## src/rtl/linealizador_normalizador.sv

```systemverilog
// FP32 linearizer/normalizer: V channel scales V by V_SCALE; I channel computes I*I_GAIN+I_OFFSET.
// Truncating arithmetic, zero/denormal operands flushed, exponent-255 operands produce a quiet NaN.
module linealizador_normalizador #(
  parameter int          P        = 32,
  parameter logic [31:0] V_SCALE  = 32'h3D800000,
  parameter logic [31:0] I_GAIN   = 32'h3E800000,
  parameter logic [31:0] I_OFFSET = 32'h3F000000
) (
  input  logic         CLK,
  input  logic         RST_LN_FF,
  input  logic [P-1:0] I,
  input  logic [P-1:0] V,
  input  logic         Begin_FSM_I,
  input  logic         Begin_FSM_V,
  output logic         ACK_I,
  output logic         ACK_V,
  output logic [31:0]  RESULT_I,
  output logic [31:0]  RESULT_V
);
  localparam logic [31:0] QNAN = 32'h7FC00000;

  localparam logic [1:0] V_IDLE = 2'd0, V_MUL = 2'd1, V_NORM = 2'd2, V_DONE = 2'd3;
  localparam logic [2:0] I_IDLE = 3'd0, I_MUL = 3'd1, I_MNORM = 3'd2, I_ALIGN = 3'd3,
                         I_ADD  = 3'd4, I_NORM = 3'd5, I_DONE = 3'd6;

  function automatic logic [31:0] fp_pack(input logic s, input logic signed [10:0] e,
                                          input logic [22:0] m);
    logic [31:0] r;
    if (e <= 11'sd0)        r = {s, 31'd0};
    else if (e > 11'sd254)  r = {s, 8'hFF, 23'd0};
    else                    r = {s, e[7:0], m};
    return r;
  endfunction

  function automatic logic [31:0] mul_norm(input logic s, input logic signed [10:0] e,
                                           input logic z, input logic n, input logic [47:0] pr);
    logic [31:0] r;
    if (n)           r = QNAN;
    else if (z)      r = {s, 31'd0};
    else if (pr[47]) r = fp_pack(s, e + 11'sd1, pr[46:24]);
    else             r = fp_pack(s, e, pr[45:23]);
    return r;
  endfunction

  function automatic logic [4:0] lzc24(input logic [23:0] x);
    logic [4:0] r;
    r = 5'd24;
    for (int k = 0; k < 24; k++)
      if (x[k]) r = 5'(23 - k);
    return r;
  endfunction

  function automatic logic [31:0] add_norm(input logic s, input logic [7:0] e, input logic n,
                                           input logic [24:0] sum);
    logic [4:0]  lz;
    logic [23:0] sh;
    logic [31:0] r;
    lz = lzc24(sum[23:0]);
    sh = sum[23:0] << lz;
    if (n)                r = QNAN;
    else if (sum == '0)   r = 32'd0;
    else if (sum[24])     r = fp_pack(s, $signed({3'b0, e}) + 11'sd1, sum[23:1]);
    else                  r = fp_pack(s, $signed({3'b0, e}) - $signed({6'b0, lz}), sh[22:0]);
    return r;
  endfunction

  // Two-cycle multipliers: cycle 1 registers two 24x12 partial products, cycle 2 sums them.
  logic [31:0] mul_a [2];
  logic [31:0] mul_r [2];
  logic [1:0]  pp_en, sum_en;

  for (genvar g = 0; g < 2; g++) begin : g_mul
    localparam logic [31:0] K  = (g == 0) ? V_SCALE : I_GAIN;
    localparam logic [23:0] MK = {1'b1, K[22:0]};
    logic [23:0]        ma;
    logic [35:0]        pp_lo_q, pp_hi_q;
    logic [47:0]        prod_q;
    logic               s_q, z_q, n_q;
    logic signed [10:0] e_q;

    assign ma = {1'b1, mul_a[g][22:0]};

    always_ff @(posedge CLK or negedge RST_LN_FF) begin
      if (!RST_LN_FF) begin
        pp_lo_q <= '0; pp_hi_q <= '0; prod_q <= '0;
        s_q <= 1'b0; z_q <= 1'b0; n_q <= 1'b0; e_q <= '0;
      end else begin
        if (pp_en[g]) begin
          pp_lo_q <= {12'd0, ma} * {24'd0, MK[11:0]};
          pp_hi_q <= {12'd0, ma} * {24'd0, MK[23:12]};
          s_q     <= mul_a[g][31] ^ K[31];
          e_q     <= $signed({3'b0, mul_a[g][30:23]}) + $signed({3'b0, K[30:23]}) - 11'sd127;
          z_q     <= (mul_a[g][30:23] == 8'h00) || (K[30:23] == 8'h00);
          n_q     <= (mul_a[g][30:23] == 8'hFF) || (K[30:23] == 8'hFF);
        end
        if (sum_en[g]) prod_q <= {12'd0, pp_lo_q} + {pp_hi_q, 12'd0};
      end
    end

    assign mul_r[g] = mul_norm(s_q, e_q, z_q, n_q, prod_q);
  end

  // V channel
  logic [1:0]  v_st_q;
  logic        v_ph_q;
  logic [31:0] v_op_q;

  assign mul_a[0]  = v_op_q;
  assign pp_en[0]  = (v_st_q == V_MUL) && !v_ph_q;
  assign sum_en[0] = (v_st_q == V_MUL) && v_ph_q;

  always_ff @(posedge CLK or negedge RST_LN_FF) begin
    if (!RST_LN_FF) begin
      v_st_q <= V_IDLE; v_ph_q <= 1'b0; v_op_q <= '0; ACK_V <= 1'b0; RESULT_V <= '0;
    end else begin
      case (v_st_q)
        V_IDLE, V_DONE: if (Begin_FSM_V) begin
          v_op_q <= V; ACK_V <= 1'b0; v_ph_q <= 1'b0; v_st_q <= V_MUL;
        end
        V_MUL: begin
          v_ph_q <= 1'b1;
          if (v_ph_q) v_st_q <= V_NORM;
        end
        V_NORM: begin
          RESULT_V <= mul_r[0]; ACK_V <= 1'b1; v_st_q <= V_DONE;
        end
        default: v_st_q <= V_IDLE;
      endcase
    end
  end

  // I channel
  logic [2:0]  i_st_q;
  logic        i_ph_q;
  logic [31:0] i_op_q, p_q;
  logic [7:0]  al_el_q;
  logic [23:0] al_ml_q, al_ms_q;
  logic        al_s_q, al_sub_q, al_nan_q;
  logic [24:0] ad_sum_q;
  logic [7:0]  ad_e_q;
  logic        ad_s_q, ad_nan_q;

  assign mul_a[1]  = i_op_q;
  assign pp_en[1]  = (i_st_q == I_MUL) && !i_ph_q;
  assign sum_en[1] = (i_st_q == I_MUL) && i_ph_q;

  // Larger magnitude goes first so the ADD stage never produces a negative difference.
  logic [7:0]  ea, eb, el, es, d;
  logic [23:0] ma, mb, ml, ms, ms_al;
  logic        swap, sl, ss, al_nan;

  always_comb begin
    ea     = p_q[30:23];
    eb     = I_OFFSET[30:23];
    ma     = (ea == 8'h00) ? 24'd0 : {1'b1, p_q[22:0]};
    mb     = (eb == 8'h00) ? 24'd0 : {1'b1, I_OFFSET[22:0]};
    swap   = (eb > ea) || ((eb == ea) && (mb > ma));
    el     = swap ? eb : ea;
    es     = swap ? ea : eb;
    ml     = swap ? mb : ma;
    ms     = swap ? ma : mb;
    sl     = swap ? I_OFFSET[31] : p_q[31];
    ss     = swap ? p_q[31] : I_OFFSET[31];
    d      = el - es;
    ms_al  = (d >= 8'd25) ? 24'd0 : (ms >> d);
    al_nan = (ea == 8'hFF) || (eb == 8'hFF);
  end

  always_ff @(posedge CLK or negedge RST_LN_FF) begin
    if (!RST_LN_FF) begin
      i_st_q <= I_IDLE; i_ph_q <= 1'b0; i_op_q <= '0; ACK_I <= 1'b0; RESULT_I <= '0;
      p_q <= '0; al_el_q <= '0; al_ml_q <= '0; al_ms_q <= '0;
      al_s_q <= 1'b0; al_sub_q <= 1'b0; al_nan_q <= 1'b0;
      ad_sum_q <= '0; ad_e_q <= '0; ad_s_q <= 1'b0; ad_nan_q <= 1'b0;
    end else begin
      case (i_st_q)
        I_IDLE, I_DONE: if (Begin_FSM_I) begin
          i_op_q <= I; ACK_I <= 1'b0; i_ph_q <= 1'b0; i_st_q <= I_MUL;
        end
        I_MUL: begin
          i_ph_q <= 1'b1;
          if (i_ph_q) i_st_q <= I_MNORM;
        end
        I_MNORM: begin
          p_q <= mul_r[1]; i_st_q <= I_ALIGN;
        end
        I_ALIGN: begin
          al_el_q <= el; al_ml_q <= ml; al_ms_q <= ms_al;
          al_s_q <= sl; al_sub_q <= sl ^ ss; al_nan_q <= al_nan;
          i_st_q <= I_ADD;
        end
        I_ADD: begin
          ad_sum_q <= al_sub_q ? ({1'b0, al_ml_q} - {1'b0, al_ms_q})
                               : ({1'b0, al_ml_q} + {1'b0, al_ms_q});
          ad_s_q <= al_s_q; ad_e_q <= al_el_q; ad_nan_q <= al_nan_q;
          i_st_q <= I_NORM;
        end
        I_NORM: begin
          RESULT_I <= add_norm(ad_s_q, ad_e_q, ad_nan_q, ad_sum_q);
          ACK_I    <= 1'b1;
          i_st_q   <= I_DONE;
        end
        default: i_st_q <= I_IDLE;
      endcase
    end
  end
endmodule

```

## config.mk

```make
export PLATFORM = sky130hd
export DESIGN_NAME = linealizador_normalizador
export DESIGN_NICKNAME = d
export VERILOG_FILES = /design/src/rtl/linealizador_normalizador.sv
export SDC_FILE = /design/constraint.sdc
export NUM_CORES = 1
export LEC_CHECK = 0
export ABC_AREA = 1
export CORE_ASPECT_RATIO = 1.25
export CORE_MARGIN = 2
export CORE_UTILIZATION = 56
export CTS_BUF_LIST = sky130_fd_sc_hd__clkbuf_4 sky130_fd_sc_hd__clkbuf_8 sky130_fd_sc_hd__clkbuf_16
export DETAILED_ROUTE_END_ITERATION = 10
export PLACE_DENSITY = 0.76
export SLEW_MARGIN = 20
export SYNTH_ARGS = -nofsm -noshare
export SYNTH_HDL_FRONTEND = slang
export SYNTH_SLANG_ARGS = --single-unit
```

## constraint.sdc

```tcl
create_clock -name CLK -period 14.4 [get_ports CLK]
set_clock_uncertainty 0.15 [all_clocks]
set_input_delay 4.32 -clock CLK [delete_from_list [all_inputs] [get_ports CLK]]
set_output_delay 4.32 -clock CLK [all_outputs]
set_load 0.05 [all_outputs]
```

==> results.json, run 1 <==
{
  "postSynthNetCount": 2606,
  "min_path_cells": 2,
  "maxClockFrequency_ghz": 0.158,
  "fin_util_pct": 65.4,
  "cts-buffers-inserted": 38,
  "synth_most_common_cell": "sky130_fd_sc_hd__nand2_1",
  "startpoint_types": "flop",
  "critical_path_buf_inv_count": 1,
  "maximum_number_of_pins_on_one_net_before_global_route_repair": 89,
  "cap_violations": 0,
  "start_util_pct": 56.7,
  "holdCritStartpoint": "RESULT_I[15]$_DFFE_PN0P_",
  "worstRegToRegCells": 30,
  "hold_slack_ps": 326,
  "ioPinCount": 134,
  "critical_path.reg2reg.endpoint": "RESULT_I[13]$_DFFE_PN0P_",
  "area_share_of_the_largest_cell_type_after_synthesis_pct": 48.7,
  "post-route-period-util_pct": 44.1,
  "detail_route.drc_violations": 0,
  "critical_path.reg2reg.startpoint": "ad_sum_q[0]$_DFFE_PN0P_",
  "dr_total_vias": 16600,
  "dr.first_iter.drc_count": 1250,
  "crit_family": "buffers and inverters",
  "crit_slowest_cell": "sky130_fd_sc_hd__clkdlybuf4s50_1",
  "design.die.area_mm2": 0.0365,
  "avgRoutedWirePerCell_um": 15.1,
  "ys_top_cells_by_count": "708 x sky130_fd_sc_hd__nand2_1, 381 x sky130_fd_sc_hd__dfrtp_1, 282 x sky130_fd_sc_hd__o21ai_0",
  "wl_um": 46300,
  "die_h_um": 213,
  "worstMarginPinSlew_ps": 1000,
  "cts.repair_timing.setup_buffer_count": 0,
  "synth_area_per_cell_um2": 7.85,
  "cp-end-kind": "output pin",
  "pre_antenna_drt_iters": 6,
  "route.antenna.remaining_nets": 0,
  "clk_path_buf_depth": 3,
  "clk_root_buffer_cell": "sky130_fd_sc_hd__clkbuf_16",
  "clk-insertion-delay-late_ps": 530,
  "holdCritPathClass": "flop to flop",
  "setup_violations": 0,
  "syn-instance-count": 2495,
  "gr_usage_total_pct": 25.9,
  "synth-async-reset-ratio_pct": 100,
  "worst_ep_required_time_ps": 9930,
  "register_to_register_setup_slack_ps": 8300,
  "cts-htree-levels": 2,
  "post_cts.resized_instances": 0,
  "fraction_of_final_layout_cells_with_drive_strength_greater_than_1_pct": 4.84,
  "cts.reportedPaths.clkPinSlew_ps": 60,
  "hold_path_end": "RESULT_I[15]$_DFFE_PN0P_",
  "synthesis.area_mm2": 0.0196,
  "yosys_register_bits": 381,
  "timing.final.hold_violations": 0,
  "outcome": "complete, no violations",
  "max_stage_delay_ps": 860,
  "finalMaxSlewViolations": 0,
  "die_width_um": 171,
  "timing.final.crit_period_ps": 6340,
  "yosys_top_cell_by_area": "sky130_fd_sc_hd__dfrtp_1",
  "synth_edf_count": 0,
  "total_overflow_reported_by_the_global_router": 0,
  "grt_antenna_before_repair": 1,
  "cts_hold_buffers": 0,
  "worstPathCellList": "clkdlybuf4s50_1",
  "fin_tns_setup_ps": 0,
  "worst_ep_arrival_time_ps": 1870,
  "wire_length_of_the_first_global_routing_pass_um": 77200,
  "path_class": "flop to output pin",
  "timing.max_slew.rel_slack_pct": 32.7,
  "detailedPlacementHpwl_um": 33800,
  "numClockSinks": 381,
  "path_max_fanout": 2,
  "yosysWarnings": 0,
  "insertedDiodeCount": 0,
  "port_buffers": 133,
  "grt_pass1_vias": 16100,
  "gp_congestion": 0.951,
  "netlist_top_cells_area": "sky130_fd_sc_hd__dfrtp_1 49%, sky130_fd_sc_hd__nand2_1 14%, sky130_fd_sc_hd__o21ai_0 7.2%",
  "synth_seq_area_share_pct": 48.7,
  "setup_repair_after_global_routing_missed_its_margin": "no",
  "synth_flop_cell": "sky130_fd_sc_hd__dfrtp_1",
  "fp.coreArea_mm2": 0.0345,
  "routed_via_density": 5.41,
  "fp-row-count": 76,
  "finish.net_count": 2690,
  "cts_tree": "built",
  "synth.distinct_cells": 58,
  "areaGrowthSynthToFinish_pct": 15.3
}
-- sequential cells by signal (all words and copies together) (netlist names), 3 cells and up --
register       flops
i_op_q            32
al_ml_q           24
RESULT_V          32
g_mul.e_q         20
ad_sum_q          25
RESULT_I          32
al_el_q            8
al_ms_q           24
g_mul.pp_hi_q     46
ad_e_q             8
v_op_q            32
p_q               32
i_st_q             3
g_mul.prod_q      46
-- worst max-delay path by stage --
stage / startpoint / end / slack [ps] / cells past startpoint
2_1_floorplan: Begin_FSM_I / i_op_q[14]$_DFFE_PN0P_ / 8940 / 6
3_3_place_gp: Begin_FSM_I / i_op_q[29]$_DFFE_PN0P_ / 7630 / 4
3_5_place_dp: Begin_FSM_I / i_op_q[28]$_DFFE_PN0P_ / 7530 / 4
4_1_cts: ACK_I$_DFFE_PN0P_ / ACK_I / 8040 / 1
5_1_grt: ad_sum_q[0]$_DFFE_PN0P_ / RESULT_I[13]$_DFFE_PN0P_ / 7680 / 30
6_report: ACK_I$_DFFE_PN0P_ / ACK_I / 8060 / 1
-- logic make-up after synthesis --
logic type                 synth area share (%)
AOI/OAI and AO/OA                          15.8
muxes                                     0.313
buffers and inverters                      7.40
and+or+nand+nor                            22.5
adders and majority gates                  2.82
xor gates and xnor gates                   2.50
DFF                                        48.7
-- layer usage --
metal  global-route usage, %  share of wire (%)  vias up
met5                       0                  0        -
met2                    47.1                 52      379
met3                    2.87                3.6       95
met4                    8.62                2.9        0
li1                        -                  -     8327
met1                    31.9                 42     7826
-- stage by stage --
step | cells | instance area, um^2 | setup WS, ps
2_1_floorplan | 2495 | 19600 | 8940
3_3_place_gp | 3007 | 21200 | 7630
3_5_place_dp | 3007 | 21200 | 7530
4_1_cts | 3072 | 22600 | 8040
5_1_grt | 3072 | 22600 | 7680
6_report | 3072 | 22600 | 8060
-- final cells by class --
cell class,instances,area [um^2]
Tap cell,468,586
Fill cell,2947,11900
Multi-Input combinational cell,1737,8620
Timing Repair Buffer,154,1500
Inverter,267,1000
Sequential cell,381,9530
Clock inverter,13,225
Clock buffer,52,1110
-- cells in the final DEF (no fill, tap or decap), types with 8 or more instances in the layout --
cell	instances
sky130_fd_sc_hd__ha_1	41
sky130_fd_sc_hd__xnor2_1	15
sky130_fd_sc_hd__o22ai_1	34
sky130_fd_sc_hd__nor2_1	172
sky130_fd_sc_hd__nand3_1	124
sky130_fd_sc_hd__a21oi_1	93
sky130_fd_sc_hd__nand2_1	707
sky130_fd_sc_hd__a22o_1	9
sky130_fd_sc_hd__o21ai_0	281
sky130_fd_sc_hd__o21ai_1	55
sky130_fd_sc_hd__clkbuf_16	39
sky130_fd_sc_hd__a2bb2oi_1	9
sky130_fd_sc_hd__dfrtp_1	381
sky130_fd_sc_hd__or2_2	10
sky130_fd_sc_hd__buf_4	20
sky130_fd_sc_hd__nor4_1	8
sky130_fd_sc_hd__a31oi_1	17
sky130_fd_sc_hd__xor2_1	39
sky130_fd_sc_hd__o211ai_1	9
sky130_fd_sc_hd__clkdlybuf4s50_1	132
sky130_fd_sc_hd__nor3_1	15
sky130_fd_sc_hd__a22oi_1	12
sky130_fd_sc_hd__inv_1	257
sky130_fd_sc_hd__nand4_1	26
Power of run 1 is not shown: default switching activity piles up to over one toggle a cycle in this logic, so the estimate is an artifact.
==> inputs of run 2 (changes only) <==
--- a/config.mk
+++ b/config.mk
@@ -8,10 +8,10 @@
 export ABC_AREA = 1
 export CORE_ASPECT_RATIO = 1.25
 export CORE_MARGIN = 2
-export CORE_UTILIZATION = 56
+export CORE_UTILIZATION = 54
 export CTS_BUF_LIST = sky130_fd_sc_hd__clkbuf_4 sky130_fd_sc_hd__clkbuf_8 sky130_fd_sc_hd__clkbuf_16
 export DETAILED_ROUTE_END_ITERATION = 10
-export PLACE_DENSITY = 0.76
+export PLACE_DENSITY = 0.77
 export SLEW_MARGIN = 20
 export SYNTH_ARGS = -nofsm -noshare
 export SYNTH_HDL_FRONTEND = slang
==> constraint.sdc (replaced) <==
create_clock -name CLK -period 5.6 [get_ports CLK]
set_clock_uncertainty 0.15 [all_clocks]
set_input_delay 1.68 -clock CLK [delete_from_list [all_inputs] [get_ports CLK]]
set_output_delay 1.68 -clock CLK [all_outputs]
set_load 0.05 [all_outputs]
==> run 2 against run 1 <==
Compared with the run above:
- core utilization is 2.7 points lower
- critical path type is now flop to flop
- non-clock buffer count is 7 higher
- cell count is 0.55% higher
- via count is 0.48% higher
==> results.json, run 2 (same netlist as run 1, synthesis figures left out) <==
{
  "pre_antenna_drt_iters": 5,
  "clk_path_buf_depth": 3,
  "routed_via_density": 5.41,
  "critical_path.reg2reg.startpoint": "ad_sum_q[0]$_DFFE_PN0P_",
  "cts-htree-levels": 2,
  "post_cts.resized_instances": 0,
  "setup_violations": 0,
  "wl_um": 47100,
  "detail_route.drc_violations": 0,
  "outcome": "complete, no violations",
  "finish.cell_count_without_fillers": 3089,
  "worst_ep_arrival_time_ps": 5360,
  "fin_tns_setup_ps": 0,
  "route.antenna.remaining_nets": 0,
  "design.die.area_mm2": 0.0378,
  "cpMostUsedCell": "sky130_fd_sc_hd__nand2_1",
  "largest_registers": "g_mul.pp_hi_q (46), g_mul.prod_q (46)",
  "grt_antenna_before_repair": 0,
  "worstSetupStartpoint": "ad_sum_q[0]$_DFFE_PN0P_",
  "crit_slowest_cell": "sky130_fd_sc_hd__dfrtp_1",
  "fin_util_pct": 62.7,
  "holdCritPathClass": "flop to flop",
  "timing.final.hold_violations": 0,
  "grt_pass1_vias": 16400,
  "cts.repair_timing.setup_buffer_count": 0,
  "timing.max_slew.rel_slack_pct": 32.9,
  "cp-end-kind": "flop",
  "dr.first_iter.drc_count": 910,
  "avgRoutedWirePerCell_um": 15.3,
  "die_width_um": 174,
  "finish.net_count": 2698,
  "total_overflow_reported_by_the_global_router": 0,
  "startpoint_types": "flop",
  "path_class": "flop to flop",
  "post-route-period-util_pct": 89.9,
  "path_max_fanout": 11,
  "detailedPlacementHpwl_um": 34500,
  "cap_violations": 0,
  "port_buffers": 133,
  "die_h_um": 217,
  "finalMaxSlewViolations": 0,
  "wire_length_of_the_first_global_routing_pass_um": 78700,
  "fraction_of_final_layout_cells_with_drive_strength_greater_than_1_pct": 5.21,
  "areaGrowthSynthToFinish_pct": 15.2,
  "dr_total_vias": 16700,
  "numClockSinks": 381,
  "start_util_pct": 54.4,
  "holdCritStartpoint": "v_op_q[31]$_DFFE_PN0P_",
  "fp-row-count": 78,
  "cts_tree": "built",
  "gp_congestion": 0.989,
  "cts.reportedPaths.clkPinSlew_ps": 60,
  "clk-insertion-delay-late_ps": 550,
  "cts_hold_buffers": 0,
  "insertedDiodeCount": 0,
  "fp.coreArea_mm2": 0.0360,
  "maxClockFrequency_ghz": 0.199,
  "maximum_number_of_pins_on_one_net_before_global_route_repair": 111,
  "hold_slack_ps": 317,
  "mostFrequentLayoutCells": "706 x sky130_fd_sc_hd__nand2_1, 381 x sky130_fd_sc_hd__dfrtp_1, 282 x sky130_fd_sc_hd__o21ai_0",
  "worstMarginPinSlew_ps": 999,
  "cts-buffers-inserted": 39,
  "max_stage_delay_ps": 450,
  "clk_root_buffer_cell": "sky130_fd_sc_hd__clkbuf_16",
  "final_common_cell": "sky130_fd_sc_hd__nand2_1",
  "worst_ep_required_time_ps": 5930,
  "gr_usage_total_pct": 25.1,
  "timing.final.crit_period_ps": 5030,
  "ioPinCount": 134,
  "placedCellCount": 3026
}
[run 2: final cells by class]
class	instances	area, um^2
tap	480	601
inverter	267	1000
sequential	381	9530
clock buffer	54	1150
fill	3072	13400
timing repair buffer	161	1570
multi-input combinational	1737	8640
clock inverter	9	75.1
[run 2: per-layer routing]
layer / wire [um] / global-route usage, % / up-vias
met5: 0 / 0 / -
met4: 1700 / 10.4 / 0
met3: 1740 / 2.69 / 111
met1: 19700 / 30.3 / 7869
met2: 23900 / 45.8 / 391
li1: - / - / 8336
[run 2: path summary, 6_finish.rpt]
check                                                 to  slack (ps)  cells after the start
worst min register to register  g_mul[0].s_q$_DFFE_PN0P_         320                      2
min in group asynchronous       RESULT_I[28]$_DFFE_PN0P_        1060                      1
worst max-delay path            RESULT_I[11]$_DFFE_PN0P_         570                     41
worst min-delay path            g_mul[0].s_q$_DFFE_PN0P_         320                      2
worst max register to register  RESULT_I[11]$_DFFE_PN0P_         570                     41
max in group asynchronous         v_op_q[28]$_DFFE_PN0P_        3200                      2
[run 2: metrics by stage]
| step | worst slack, ps | area [um^2] |
|---|---|---|
| floorplan | 846 | 19600 |
| global placement | 325 | 21300 |
| detailed placement | 240 | 21300 |
| CTS | 201 | 22600 |
| global route | -5.29 | 22600 |
| finish | 567 | 22600 |
[run 2: worst max-delay path, delay by kind of cell, from the launching register on]
kind                     cells  cell delay (ps)
AO/OA/AOI/OAI                2              390
AND/OR/NAND/NOR             34             2890
buffers and inverters        2              260
XOR/XNOR                     1              200
adder cells (fa/ha/maj)      2              630
flip-flops                   1              450
Power of run 2 is left out for the same reason.
==> inputs of run 3 (changes only) <==
--- a/config.mk
+++ b/config.mk
@@ -7,7 +7,6 @@
 export LEC_CHECK = 0
 export ABC_AREA = 1
 export CORE_ASPECT_RATIO = 1.25
-export CORE_MARGIN = 2
 export CORE_UTILIZATION = 54
 export CTS_BUF_LIST = sky130_fd_sc_hd__clkbuf_4 sky130_fd_sc_hd__clkbuf_8 sky130_fd_sc_hd__clkbuf_16
 export DETAILED_ROUTE_END_ITERATION = 10
==> constraint.sdc (replaced) <==
create_clock -name CLK -period 5.6 [get_ports CLK]
set_clock_uncertainty 0.15 [all_clocks]
set_input_delay 1.4 -clock CLK [delete_from_list [all_inputs] [get_ports CLK]]
set_output_delay 1.4 -clock CLK [all_outputs]
set_load 0.05 [all_outputs]
==> run 3 against run 2 <==
Compared with the run above:
- fmax about the same
- wire length increased by 0.24%
- sequential share of layout area down 0.27 points
- critical path depth is 1 higher
- cell count is 0.13% higher
- global-route usage up 1.4 points
- via count increased by 0.13%
- sequential cell count did not move
- largest cell class unchanged
==> results.json, run 3 (same netlist as run 1, synthesis figures left out) <==
{
  "cap_violations": 0,
  "timing.max_slew.rel_slack_pct": 32.9,
  "outcome": "complete, no violations",
  "cpMostUsedCell": "sky130_fd_sc_hd__nand2_1",
  "final_common_cell": "sky130_fd_sc_hd__nand2_1",
  "maximum_number_of_pins_on_one_net_before_global_route_repair": 105,
  "detailedPlacementHpwl_um": 34300,
  "clk_root_buffer_cell": "sky130_fd_sc_hd__clkbuf_16",
  "largest_registers": "g_mul.pp_hi_q (46), g_mul.prod_q (46)",
  "finish.net_count": 2700,
  "max_stage_delay_ps": 420,
  "clk_path_buf_depth": 3,
  "cts-htree-levels": 2,
  "crit_slowest_cell": "sky130_fd_sc_hd__fa_1",
  "wl_um": 47200,
  "critical_path_buf_inv_count": 3,
  "routed_via_density": 5.41,
  "numClockSinks": 381,
  "total_overflow_reported_by_the_global_router": 0,
  "design.die.area_mm2": 0.0370,
  "holdCritPathClass": "flop to flop",
  "finalMaxSlewViolations": 0,
  "start_util_pct": 55.1,
  "avgRoutedWirePerCell_um": 15.3,
  "route.antenna.remaining_nets": 0,
  "startpoint_types": "flop",
  "fin_tns_setup_ps": 0,
  "crit_family": "simple AND/OR/NAND/NOR gates",
  "worst_ep_required_time_ps": 5910,
  "worstMarginPinSlew_ps": 1010,
  "dr.first_iter.drc_count": 1009,
  "areaGrowthSynthToFinish_pct": 16.0,
  "pre_antenna_drt_iters": 5,
  "number_of_fill_cells": 3082,
  "gr_usage_total_pct": 26.5,
  "worst_ep_arrival_time_ps": 5340,
  "mostFrequentLayoutCells": "707 x sky130_fd_sc_hd__nand2_1, 381 x sky130_fd_sc_hd__dfrtp_1, 281 x sky130_fd_sc_hd__o21ai_0",
  "cts_tree": "built",
  "fp-row-count": 77,
  "cp-end-kind": "flop",
  "gp_congestion": 0.979,
  "grt_pass1_vias": 16500,
  "setup_violations": 0,
  "timing.final.crit_period_ps": 5040,
  "fp.coreArea_mm2": 0.0356,
  "grt_antenna_before_repair": 0,
  "clk-insertion-delay-late_ps": 540,
  "fraction_of_final_layout_cells_with_drive_strength_greater_than_1_pct": 5.54,
  "post-route-period-util_pct": 89.9,
  "insertedDiodeCount": 0,
  "path_max_fanout": 11,
  "path_class": "flop to flop",
  "setup_repair_after_global_routing_missed_its_margin": "no",
  "port_buffers": 133,
  "dr_total_vias": 16700,
  "cts.reportedPaths.clkPinSlew_ps": 60,
  "ioPinCount": 134,
  "detail_route.drc_violations": 0,
  "cts-buffers-inserted": 38,
  "maxClockFrequency_ghz": 0.199,
  "cts_hold_buffers": 0,
  "wire_length_of_the_first_global_routing_pass_um": 79700,
  "timing.final.hold_violations": 0,
  "die_width_um": 172,
  "die_h_um": 215
}
-- run 3: changes by cell type in the layout (fill, tap and decap cells not counted), sizes merged --
cell / delta
clkbuf: +5
buf: +3
clkinv: +3
clkinvlp: -3
bufinv: +2
-- run 3: worst min-delay path, stage by stage (launching register included) --
cell and delay (ps):
sky130_fd_sc_hd__dfrtp_1 340, sky130_fd_sc_hd__nand2_1 50, sky130_fd_sc_hd__o21ai_0 60
-- run 3: area by class of cell --
type	instances	area [um^2]	area share, %
Sequential cell	381	9530	42.0
Inverter	267	1000	4.42
Clock buffer	59	1210	5.34
Timing Repair Buffer	164	1590	7.02
Tap cell	474	593	2.61
Multi-Input combinational cell	1737	8640	38.0
Clock inverter	11	139	0.611
-- run 3: worst paths after layout --
check                                                   endpoint                     from  depth (start not counted)  slack [ps]
worst max-delay path                    RESULT_I[12]$_DFFE_PN0P_  ad_sum_q[1]$_DFFE_PN0P_                         42         560
worst min-delay path            g_mul[1].pp_hi_q[16]$_DFFE_PN0P_    i_op_q[5]$_DFFE_PN0P_                          2         320
worst max register to register          RESULT_I[12]$_DFFE_PN0P_  ad_sum_q[1]$_DFFE_PN0P_                         42         560
worst min register to register  g_mul[1].pp_hi_q[16]$_DFFE_PN0P_    i_op_q[5]$_DFFE_PN0P_                          2         320
max in group asynchronous                  v_op_q[9]$_DFFE_PN0P_                RST_LN_FF                          2        3490
min in group asynchronous                  ad_e_q[3]$_DFFE_PN0P_                RST_LN_FF                          1         740
-- run 3: repair_timing --
| action | 4_1_cts | 5_1_grt |
|---|---|---|
| setup endpoints to repair | 0 | 7 |
| resized for setup | 0 | 6 |
| buffers inserted | 0 | 0 |
-- run 3: metrics by stage --
step                worst slack, ps  cell area [um^2]  cells  hold slack (ps)  util (%)
global placement                406             21300   3023              301      60.0
global route                   24.3             22700   3093              348      63.9
floorplan                       846             19600   2495              292         -
finish                          563             22700   3093              324      63.9
detailed placement              249             21300   3023              314      60.0
CTS                             225             22700   3093              327      63.8
-- run 3: per-layer routing --
layer | GRT usage [%] | wire length, um
met5 | 0 | 0
met4 | 10.9 | 1760
met3 | 3.20 | 1570
met2 | 46.6 | 24100
met1 | 32.6 | 19800
Power of run 3 is left out for the same reason.
